`config.mk`:
```
export PLATFORM = sky130hd
export DESIGN_NAME = mixer_lo_sequencer
export DESIGN_NICKNAME = d
export VERILOG_FILES = /design/src/rtl/mixer_lo_pkg.sv /design/src/rtl/mixer_lo_table.sv /design/src/rtl/mixer_lo_sequencer.sv
export SDC_FILE = /design/constraint.sdc
export NUM_CORES = 1
export LEC_CHECK = 0
export ABC_AREA = 1
export CAP_MARGIN = 10
export CORE_MARGIN = 2
export CORE_UTILIZATION = 33
export CTS_CLUSTER_SIZE = 30
export DETAILED_ROUTE_END_ITERATION = 6
export SYNTH_ARGS = -nofsm -noshare
export SYNTH_HDL_FRONTEND = slang
export SYNTH_SLANG_ARGS = --single-unit
```
`constraint.sdc`:
```
create_clock -name clock -period 3.3 [get_ports clock]
set_input_delay 0.495 -clock clock [delete_from_list [all_inputs] [get_ports clock]]
set_output_delay 0.495 -clock clock [all_outputs]
set_load 0.05 [all_outputs]
```
`src/rtl/mixer_lo_pkg.sv`:
```
// Shared definitions for the mixer LO sequencer.
//   LO_*      : 2-bit mixer control codes (bit1 = negate, bit0 = pass)
//   mode_e    : LO waveform selection
//   state_e   : sequencer FSM states
//   lo_pair_t : one I/Q code pair as produced by the lookup table
package mixer_lo_pkg;

    localparam logic [1:0] LO_ZERO = 2'b00;
    localparam logic [1:0] LO_POS  = 2'b01;
    localparam logic [1:0] LO_NEG  = 2'b10;

    typedef enum logic [1:0] {
        MODE_FS4  = 2'b00,
        MODE_DC   = 2'b01,
        MODE_FS2  = 2'b10,
        MODE_MUTE = 2'b11
    } mode_e;

    typedef enum logic [1:0] {
        IDLE  = 2'b00,
        RUN   = 2'b01,
        DRAIN = 2'b10
    } state_e;

    typedef struct packed {
        logic [1:0] i;
        logic [1:0] q;
    } lo_pair_t;

endpackage

```
`src/rtl/mixer_lo_table.sv`:
```
// Combinational 4-phase LO lookup.
//   mode     in  waveform selection
//   sideband in  0: Q follows -sin, 1: Q follows +sin (fs/4 only)
//   phase    in  table index 0..3
//   lo       out {I code, Q code}
module mixer_lo_table
    import mixer_lo_pkg::*;
(
    input  mode_e      mode,
    input  logic       sideband,
    input  logic [1:0] phase,
    output lo_pair_t   lo
);

    always_comb begin
        lo.i = LO_ZERO;
        lo.q = LO_ZERO;
        case (mode)
            MODE_FS4: begin
                case (phase)
                    2'd0: lo.i = LO_POS;
                    2'd1: lo.q = sideband ? LO_POS : LO_NEG;
                    2'd2: lo.i = LO_NEG;
                    default: lo.q = sideband ? LO_NEG : LO_POS;
                endcase
            end
            MODE_DC:  lo.i = LO_POS;
            MODE_FS2: lo.i = phase[0] ? LO_NEG : LO_POS;
            default: ;
        endcase
    end

endmodule

```
`src/rtl/mixer_lo_sequencer.sv`:
```
// Mixer LO sequencer: steps a 4-phase I/Q code table at cfg_div+1 clocks
// per phase. Config written in IDLE applies at once; config written while
// busy is held in a single pending slot and applied at the next 3->0 phase
// boundary so a period is never mixed from two configurations.
//   clock, reset_n          : clock, async active-low reset
//   start, stop             : begin sequencing / finish period then idle
//   cfg_valid/cfg_ready     : config handshake for cfg_div/cfg_mode/cfg_sideband
//   LO_i, LO_q              : registered mixer codes
//   sample_en               : first cycle of each new LO value
//   phase                   : current table index
//   period_done             : pulse at each period end
//   busy                    : RUN or DRAIN
module mixer_lo_sequencer
    import mixer_lo_pkg::*;
#(
    parameter int DIV_W = 8
) (
    input  logic             clock,
    input  logic             reset_n,
    input  logic             start,
    input  logic             stop,
    input  logic             cfg_valid,
    output logic             cfg_ready,
    input  logic [DIV_W-1:0] cfg_div,
    input  logic [1:0]       cfg_mode,
    input  logic             cfg_sideband,
    output logic [1:0]       LO_i,
    output logic [1:0]       LO_q,
    output logic             sample_en,
    output logic [1:0]       phase,
    output logic             period_done,
    output logic             busy
);

    state_e           state_q, state_d;
    logic [DIV_W-1:0] cnt_q, cnt_d;
    logic [DIV_W-1:0] div_q, div_d, pdiv_q, pdiv_d;
    mode_e            mode_q, mode_d, pmode_q, pmode_d;
    logic             sb_q, sb_d, psb_q, psb_d;
    logic             pend_q, pend_d;
    logic [1:0]       phase_d, lo_i_d, lo_q_d;
    logic             sample_en_d, period_done_d;

    logic             last_tick, wrap, use_pend;
    mode_e            tbl_mode;
    logic             tbl_sb;
    logic [1:0]       tbl_phase;
    lo_pair_t         tbl_lo;

    // Both are pure decodes of flops, so they carry no input-to-output path.
    assign busy      = (state_q != IDLE);
    assign cfg_ready = (state_q == IDLE) || !pend_q;

    assign last_tick = (cnt_q == div_q);
    assign wrap      = last_tick && (phase == 2'd3);
    // At the period boundary the table must already see the pending config
    // so the new phase-0 value comes from the new table.
    assign use_pend  = wrap && pend_q;
    assign tbl_mode  = use_pend ? pmode_q : mode_q;
    assign tbl_sb    = use_pend ? psb_q   : sb_q;
    assign tbl_phase = (state_q == IDLE) ? 2'd0 : phase + 2'd1;

    mixer_lo_table u_table (
        .mode     (tbl_mode),
        .sideband (tbl_sb),
        .phase    (tbl_phase),
        .lo       (tbl_lo)
    );

    always_comb begin
        state_d       = state_q;
        cnt_d         = cnt_q;
        div_d         = div_q;
        mode_d        = mode_q;
        sb_d          = sb_q;
        pdiv_d        = pdiv_q;
        pmode_d       = pmode_q;
        psb_d         = psb_q;
        pend_d        = pend_q;
        phase_d       = phase;
        lo_i_d        = LO_i;
        lo_q_d        = LO_q;
        sample_en_d   = 1'b0;
        period_done_d = 1'b0;

        case (state_q)
            IDLE: begin
                cnt_d = '0;
                if (cfg_valid) begin
                    div_d  = cfg_div;
                    mode_d = mode_e'(cfg_mode);
                    sb_d   = cfg_sideband;
                end
                if (start && !stop) begin
                    state_d     = RUN;
                    phase_d     = 2'd0;
                    lo_i_d      = tbl_lo.i;
                    lo_q_d      = tbl_lo.q;
                    sample_en_d = 1'b1;
                end
            end
            default: begin
                // cfg_ready is !pend_q here, so load and apply never collide.
                if (cfg_valid && !pend_q) begin
                    pdiv_d  = cfg_div;
                    pmode_d = mode_e'(cfg_mode);
                    psb_d   = cfg_sideband;
                    pend_d  = 1'b1;
                end
                if (last_tick) begin
                    cnt_d       = '0;
                    phase_d     = phase + 2'd1;
                    lo_i_d      = tbl_lo.i;
                    lo_q_d      = tbl_lo.q;
                    sample_en_d = 1'b1;
                end else begin
                    cnt_d = cnt_q + DIV_W'(1);
                end
                if (wrap) begin
                    period_done_d = 1'b1;
                    if (pend_q) begin
                        div_d  = pdiv_q;
                        mode_d = pmode_q;
                        sb_d   = psb_q;
                        pend_d = 1'b0;
                    end
                    // Stop landing on the final tick skips DRAIN entirely.
                    if (state_q == DRAIN || stop) begin
                        state_d     = IDLE;
                        phase_d     = 2'd0;
                        lo_i_d      = LO_ZERO;
                        lo_q_d      = LO_ZERO;
                        sample_en_d = 1'b0;
                    end
                end else if (state_q == RUN && stop) begin
                    state_d = DRAIN;
                end
            end
        endcase
    end

    always_ff @(posedge clock or negedge reset_n) begin
        if (!reset_n) begin
            state_q     <= IDLE;
            cnt_q       <= '0;
            div_q       <= '0;
            mode_q      <= MODE_FS4;
            sb_q        <= 1'b0;
            pdiv_q      <= '0;
            pmode_q     <= MODE_FS4;
            psb_q       <= 1'b0;
            pend_q      <= 1'b0;
            phase       <= 2'd0;
            LO_i        <= LO_ZERO;
            LO_q        <= LO_ZERO;
            sample_en   <= 1'b0;
            period_done <= 1'b0;
        end else begin
            state_q     <= state_d;
            cnt_q       <= cnt_d;
            div_q       <= div_d;
            mode_q      <= mode_d;
            sb_q        <= sb_d;
            pdiv_q      <= pdiv_d;
            pmode_q     <= pmode_d;
            psb_q       <= psb_d;
            pend_q      <= pend_d;
            phase       <= phase_d;
            LO_i        <= lo_i_d;
            LO_q        <= lo_q_d;
            sample_en   <= sample_en_d;
            period_done <= period_done_d;
        end
    end

endmodule

```
# Word-level counts from Yosys, hierarchy flattened
# Index checks and enable logic that the tools add are counted.
# totals
latch_bits	0
wordCells	102
mem_count	0
ff_bits	41
output_inout_bits	10
mem_bits_rw	0
rom_bits	0
# op_classes
eq_ne	11
n_reduce_logical	20
n_addsub	2
n_shift	0
div	0
mux	54
n_mul	0
order_cmp	0
bitwise	1
# op_table
op	n
$mux 2	30
$mux 8	6
$mux 1	15
$add 8x1->8 const B	1
$eq 2x2->1 const B	4
$eq 8x8->1	1
$pmux 2 s2	2
$eq 2x1->1 const B	3
$logic_not 2->1	3
$pmux 2 s3	1
$reduce_and 3->1	2
$reduce_bool 2->1	3
$logic_and 1x1->1	5
$ne 3x1->1 const B	1
$reduce_bool 3->1	1
$add 2x1->2 const B	1
$logic_not 1->1	2
$logic_or 1x1->1	2
$ne 2x1->1 const B	1
$ne 2x2->1 const B	1
$reduce_and 2->1	1
$reduce_or 2->1	1
$not 1->1	1

# Logic depth before layout (Yosys ltp)
# Gate-level depths: netlist of run 1.
# logic_depth
word_depth	11
ltp_mapped	15
mapped_depth_nobuf	14

# Cells and area by module
# Synthesis of run 1 repeated with hierarchy kept, for this count alone.
# unflattened
cells_unflattened	307
area_unflattened_um2	2306.0
# by_module_without_submodules
mod	instances	seq_area_each_um2	area_per_inst_um2	cells_per_inst
mixer_lo_sequencer	1	1026.0	2214.6	288
mixer_lo_table	1	0.0	91.3	19

# Worst setup path before layout of run 1
# Ideal clock, no wire load.
# synth_timing
kind	flip-flop to flip-flop
start	reg phase[0]
end	reg LO_q[1]
arrival_ns	1.798
path_stages_with_launch	8
required_ns	3.222
setup_ns	0.078
path_slack_ns	1.424
cell_sequence	dfrtp_1 ha_1 nand4_1 nand2_1 nand2_1 nor2_1 nand3_1 a21oi_1
# synth_between
elab_chain_len	11
elab_cells_between_ends	21
# synth_lines
item	line_no	rtl
start: declaration	mixer_lo_sequencer.sv:30	output logic [1:0] phase,
start signal: assignment	mixer_lo_sequencer.sv:168	phase <= phase_d;
parallel branches: the longest is 10 deep, another holds $add 2x1->2	--	
$mux 2 *	mixer_lo_sequencer.sv:86	case (state_q)
end signal: assignment	mixer_lo_sequencer.sv:170	LO_q <= lo_q_d;
end: declaration	mixer_lo_sequencer.sv:28	output logic [1:0] LO_q,
# Every way passes the cells marked *. The select of a mux whose other input is x is not followed.
# A chain may end at the register's enable or synchronous reset.

# Final worst setup path of run 1
# layout_timing
start	reg state_q[0]
end	out busy
# layout_between
elab_chain_len	1
# layout_lines
item	line_no	rtl
start: declaration	mixer_lo_sequencer.sv:35	state_e state_q, state_d;
start signal: assignment	mixer_lo_sequencer.sv:159	state_q <= state_d;
$reduce_bool 2->1	mixer_lo_sequencer.sv:51	assign busy = (state_q != IDLE);
end: declaration	mixer_lo_sequencer.sv:32	output logic busy
# Every way passes these cells.

==> summary.txt, run 1 <==
Outcome
  • Status: completed

Timing
  • RSZ-0062 raised after global routing: false
  • Slew @ Worst Pin: 0.9246 ns
  • Max frequency: 422.1 MHz
  • Max Transition Viols Final: 0
  • Final Skew: 0.01156 ns
  • Worst slew margin: 38.36%
  • Crit path time final: 2.369 ns
  • Sum Neg Setup Slack: 0 ns
  • Setup-failing EPs final: 0
  • Final period utilization: 71.79%
  • Final hold violation count: 0

Finish
  • Fillers: 679
  • Design area: 0.002711 mm^2
  • Antenna fix cells: 0
  • Nets: 348
  • Multi-input gate area: 0.001001 mm^2
  • Reg area: 0.001026 mm^2
  • P&R area growth vs syn: 19.59%
  • Layout cells sized above 1: 7.553%

Power
  • Internal power: 1.347 mW
  • Leakage: 1.335 nW
  • P_sw: 1.100 mW
  • Sequential Power Share: 34.7%
  • Clock share of power: 17.2%
  • Combinational Power Share: 48.1%
  • Net Sw Frac: 44.95%
  • Pwr Density: 902.5 mW/mm^2
  • Peak supply drop: 417.1 uV

Floorplanning
  • Die area: 0.007549 mm^2
  • Die width: 86.89 um
  • Core Area: 0.006719 mm^2
  • Initial core utilization: 33.74%
  • Top Ports: 26
  • Die Height: 86.89 um
  • Row count: 30

Yosys
  • Adder-Cell Fraction of Synth Area: 1.104%
  • Compound-Gate Fraction of Synth Area: 14.51%
  • Syn Nets: 321
  • Post-synthesis instance total: 303
  • Synth top area cells: dfrtp_1 (45%), nand2_1 (16%), inv_1 (8.1%)
  • Post-synth ARST share: 100.0%
  • Post-synth top cells: nand2_1 (94), inv_1 (49), dfrtp_1 (41)
  • Top FF cell, synth: dfrtp_1
  • Synth Area in XOR/XNOR: 1.932%
  • Netlist cell types: 29
  • Share of the synthesized area in the top cell type: 45.25%
  • Post-Synth Simple-Gate Area: 26.60%
  • Sequential-to-total area share from yosys stat: 45.25%
  • Yosys warning total: 0
  • Main combinational cell family by area after synthesis: simple AND/OR/NAND/NOR gates
  • Yosys top cell by area: dfrtp_1
  • Post-synth EDFFs: 0
  • Post-synthesis register bit count: 41
  • Netlist Area Pre-Place: 0.002267 mm^2
  • Count leader, synth: nand2_1
  • Average size of a mapped cell: 7.482 um^2
  • Post-synthesis mux area share: 0%

Clock network
  • Clk_lat worst skew: 0.30 ns
  • Hold buffers post-CTS: 0
  • H-Tree Depth: 2
  • CTS tree: yes
  • Clk buf depth: 2
  • Clock transition at path regs: 0.09 ns
  • CTS buffer count: 5
  • Post-CTS Setup Bufs: 0
  • Number of gates resized after CTS: 0
  • Root buf cell: clkbuf_8
  • Clock sinks: 41

Global routing
  • Global-route wire length before repair: 8528 um
  • Initial antenna violation count: 0
  • Grt total ovfl: 0
  • Largest net degree at the start of global routing: 42
  • Vias in the first global route: 1857
  • Global Route Usage Sum: 14.29%

Detailed routing
  • Drt first pass iters: 4
  • Routed WL per cell: 11.83 um
  • Vias/cell: 4.727
  • DR vias: 1943
  • Drt drc: 0
  • Post-route ant nets: 0
  • Drt first-iter violations: 84
  • Post-Route WL: 4861 um

Critical path
  • Worst Path Max Fanout: 14
  • Worst path required time: 2.80 ns
  • Crit start category: flop
  • Worst Setup End Kind: output pin
  • Crit path DAT: 1.87 ns
  • Critical path type: reg2out

Place
  • Hpwl dp: 3539 um
  • Routability Congestion: 0.7939
  • Instance area after placement: 0.002596 mm^2
  • Port Buffers: 25

Hold path
  • Hold Crit Class: in2async

Flow run
  • Max-cap violations: 0
## cells in the final DEF, fill, tap and decap left out, types with 4 or more instances in the layout
cell	instances
a21oi_1	4
clkbuf_8	5
clkdlybuf4s50_1	23
dfrtp_1	41
inv_1	49
nand2_1	94
nand3_1	11
nand4_1	5
nor2_1	26
o211ai_1	11
o21ai_0	27
## worst paths after layout
kind | startpoint | to | slack, ns | depth (start not counted)
setup / recovery | state_q[0] | busy | 0.93 | 4
hold / removal | reset_n | sample_en | 0.31 | 1
setup reg to reg | state_q[0] | div_q[1] | 1.14 | 8
hold reg to reg | pdiv_q[1] | pdiv_q[1] | 0.50 | 2
max in group asynchronous | reset_n | div_q[7] | 2.39 | 1
min in group clock | pdiv_q[1] | pdiv_q[1] | 0.50 | 2
## sequential cells by signal, indices dropped and copies added (netlist names)
| signal | flops |
|---|---|
| psb_q | 1 |
| phase | 2 |
| div_q | 8 |
| state_q | 2 |
| cnt_q | 8 |
| LO_i | 2 |
| pend_q | 1 |
| pmode_q | 2 |
| sb_q | 1 |
| period_done | 1 |
| mode_q | 2 |
| LO_q | 2 |
| pdiv_q | 8 |
| sample_en | 1 |
## power by group through the flow
stage	clock network (mW)	registers (mW)	logic (mW)
final	0.421	0.850	1.18
after global routing	0.452	0.876	1.35
after CTS	0.434	0.849	1.18
after global placement	0	0.856	1.16
after detailed placement	0	0.856	1.18
after floorplan	0	0.948	0.762
## cells by family (layout without fill, tap and decap cells)
kind of cell,count (synthesis),count (layout)
simple gates,144,144
fa+ha+maj,2,2
xor+xnor,5,5
compound gates,52,52
flops,41,41
buf+inv,59,87
## critical path: stages, from the launching register on
cell,delay (ns)
dfrtp_1,0.42
nor2_1,0.07
buf_4,0.19
inv_1,0.09
clkdlybuf4s50_1,0.80
## final cells by class
cell class / count / share of cell area [%]
Clock inverter: 3 / 1.707
Tap cell: 80 / 3.692
Sequential cell: 41 / 37.84
Multi-Input combinational cell: 203 / 36.92
Clock buffer: 5 / 2.538
Timing Repair Buffer: 28 / 10.24
Inverter: 51 / 7.060
## per-stage QoR
step | worst slack, ns | cells | power (mW) | hold WS (ns) | utilization [%]
6_report | 0.9310 | 411 | 2.447 | 0.3108 | 40.35
5_1_grt | 0.8286 | 411 | 2.673 | 0.4066 | 40.35
4_1_cts | 0.9072 | 411 | 2.465 | 0.3597 | 40.35
3_5_place_dp | 1.130 | 403 | 2.034 | 0.4783 | 38.64
3_3_place_gp | 1.182 | 403 | 2.014 | 0.4723 | 38.64
2_1_floorplan | 1.424 | 303 | 1.710 | 0.1994 | -
## routing by layer
layer  share of wire [%]  vias up  track usage (%)
met5                   0        -                0
met4                 1.9        0            5.966
met3                 3.3        7            2.654
met2                  43       39            20.40
met1                  52      892            21.13
li1                    -     1005                -
Note: power is estimated with default switching activity, not from simulation.
==> run 2: changes to the inputs <==
clock period = 2.3 ns   (was 3.3 ns; I/O delays follow)
==> summary.txt, run 2 (same netlist as run 1, synthesis figures left out) <==
Hold path
  • Hold Crit Class: in2async (unchanged)

Finish
  • Biggest regs: cnt_q (8), div_q (8), pdiv_q (8) (unchanged)
  • Layout cells sized above 1: 8.683% (was 7.553%)
  • Commonest non-fill, non-tap cells in the layout: nand2_1 (94), inv_1 (49), dfrtp_1 (41) (unchanged)
  • Commonest non-fill, non-tap cell in the layout: nand2_1 (unchanged)
  • Antenna fix cells: 0 (unchanged)
  • Final Util: 40.73% (was 40.35%)
  • Post-Layout Cell Count: 414 (was 411)
  • Nets: 351 (was 348)
  • P&R area growth vs syn: 20.70% (was 19.59%)

Global routing
  • Grt total ovfl: 0 (unchanged)
  • Largest net degree at the start of global routing: 28 (was 42)
  • Vias in the first global route: 1808 (was 1857)
  • Global Route Usage Sum: 14.31% (was 14.29%)
  • Global-route wire length before repair: 8507 um (was 8528 um)
  • Initial antenna violation count: 0 (unchanged)

Detailed routing
  • Vias/cell: 4.684 (was 4.727)
  • Post-Route WL: 4779 um (was 4861 um)
  • Post-route ant nets: 0 (unchanged)
  • Drt first-iter violations: 153 (was 84)
  • Drt first pass iters: 4 (unchanged)
  • Routed WL per cell: 11.54 um (was 11.83 um)
  • DR vias: 1939 (was 1943)
  • Drt drc: 0 (unchanged)

Timing
  • Max frequency: 503.3 MHz
  • Final hold violation count: 0 (unchanged)
  • Final worst slack: 0.3132 ns (was 0.9310 ns)
  • Worst slew margin: 58.55% (was 38.36%)
  • Final period utilization: 86.38%
  • Setup-failing EPs final: 0 (unchanged)
  • RSZ-0062 raised after global routing: false (unchanged)
  • Slew @ Worst Pin: 0.6218 ns (was 0.9246 ns)
  • Sum Neg Setup Slack: 0 ns (unchanged)
  • Hold_ws: 0.06078 ns (was 0.3108 ns)
  • Max Transition Viols Final: 0 (unchanged)
  • Final Skew: 0.003358 ns (was 0.01156 ns)
  • Crit path time final: 1.987 ns

Critical path
  • Stages on worst setup path: 11 (was 4)
  • CP peak stage delay: 0.46 ns (was 0.80 ns)
  • WP buf/inv: 2 (was 3)
  • Critical path type: reg2reg (was reg2out)
  • Max stage delay cell, worst path: o21ai_4 (was clkdlybuf4s50_1)
  • Crit start category: flop (unchanged)
  • Worst path required time: 2.51 ns (was 2.80 ns)
  • Worst Reg2Reg Path Length in Cells: 11 (was 8)
  • Critical Path, Cell by Cell: inv_1 > nand2_1 > nand2_1 > nand2_1 > inv_1 > nand2_1 > nor2_4 > nand2_4 > o21ai_4 > o211ai_1 > o21ai_0 (was nor2_1 > buf_4 > inv_1 > clkdlybuf4s50_1)
  • Cell family with most CP delay: compound AO/OA/AOI/OAI gates (was buffers and inverters)
  • Crit path DAT: 2.20 ns (was 1.87 ns)
  • Most used cell, CP: nand2_1
  • Worst Path Max Fanout: 22 (was 14)
  • Worst Setup End Kind: flop (was output pin)

Clock network
  • H-Tree Depth: 2 (unchanged)
  • Post-CTS Setup Bufs: 0 (unchanged)
  • Clock transition at path regs: 0.08 ns (was 0.09 ns)
  • Number of gates resized after CTS: 0 (unchanged)
  • CTS buffer count: 5 (unchanged)
  • Clk buf depth: 2 (unchanged)
  • Clock sinks: 41 (unchanged)
  • CTS tree: yes (unchanged)
  • Hold buffers post-CTS: 0 (unchanged)
  • Clk_lat worst skew: 0.29 ns (was 0.30 ns)
  • Root buf cell: clkbuf_8 (unchanged)

Floorplanning
  • Top Ports: 26 (unchanged)
  • Initial core utilization: 33.74% (unchanged)
  • Die width: 86.89 um (unchanged)
  • Die area: 0.007549 mm^2 (unchanged)
  • Die Height: 86.89 um (unchanged)
  • Row count: 30 (unchanged)
  • Core Area: 0.006719 mm^2 (unchanged)

Outcome
  • Status: completed (unchanged)

Place
  • Placed cell count: 406 (was 403)
  • Hpwl dp: 3573 um (was 3539 um)
  • Port Buffers: 25 (unchanged)
  • Post-Place Worst Slack: 0.3538 ns (was 1.130 ns)
  • Routability Congestion: 0.8508 (was 0.7939)

Power
  • Pwr Density: 1280 mW/mm^2 (was 902.5 mW/mm^2)
  • Sequential Power Share: 34.8% (was 34.7%)
  • Net Sw Frac: 43.95% (was 44.95%)
  • P_sw: 1.540 mW (was 1.100 mW)
  • Combinational Power Share: 48.0% (was 48.1%)
  • Clock share of power: 17.2% (about the same)
  • Leakage: 1.353 nW (was 1.335 nW)
  • Internal power: 1.964 mW (was 1.347 mW)
  • Peak supply drop: 482.2 uV (was 417.1 uV)

Flow run
  • Max-cap violations: 0 (unchanged)
## run 2: cell types whose count changed in the layout (fill, tap and decap cells not counted)
cell             change
buf_4                +4
clkbuf_8             +1
clkinv_4             -1
clkdlybuf4s50_1      -1
## run 2: area by class of cell
cell class	count	area, um^2
Fill cell	673	3983
Inverter	51	191.4
Timing Repair Buffer	31	297.8
Clock inverter	2	37.54
Clock buffer	6	82.58
Multi-Input combinational cell	203	1001
Sequential cell	41	1026
Tap cell	80	100.1
## run 2: power by group through the flow
stage,logic [mW],registers [mW],clock network [mW]
after floorplan,1.09,1.36,0
after global placement,1.67,1.23,0
after detailed placement,1.68,1.23,0
after CTS,1.69,1.22,0.623
after global routing,1.92,1.26,0.663
final,1.68,1.22,0.602
## run 2: layer usage
layer | wire [um] | GRT usage, %
met5 | 0 | 0
met4 | 82 | 4.972
met3 | 150 | 2.844
met2 | 2067 | 20.96
met1 | 2477 | 21.02
## run 2: final timing paths
path,startpoint,to,slack (ns)
setup / recovery,cnt_q[4],div_q[7],0.31
hold / removal,reset_n,LO_i[1],0.06
setup reg to reg,cnt_q[4],div_q[7],0.31
hold reg to reg,pdiv_q[7],pdiv_q[7],0.49
max in group asynchronous,reset_n,div_q[7],1.66
min in group clock,pdiv_q[7],pdiv_q[7],0.49
## run 2: stage by stage
stage	cell area (um^2)	total power, mW
3_5_place_dp	2616	2.915
2_1_floorplan	2267	2.454
3_3_place_gp	2616	2.899
5_1_grt	2736	3.846
6_report	2736	3.504
4_1_cts	2736	3.534
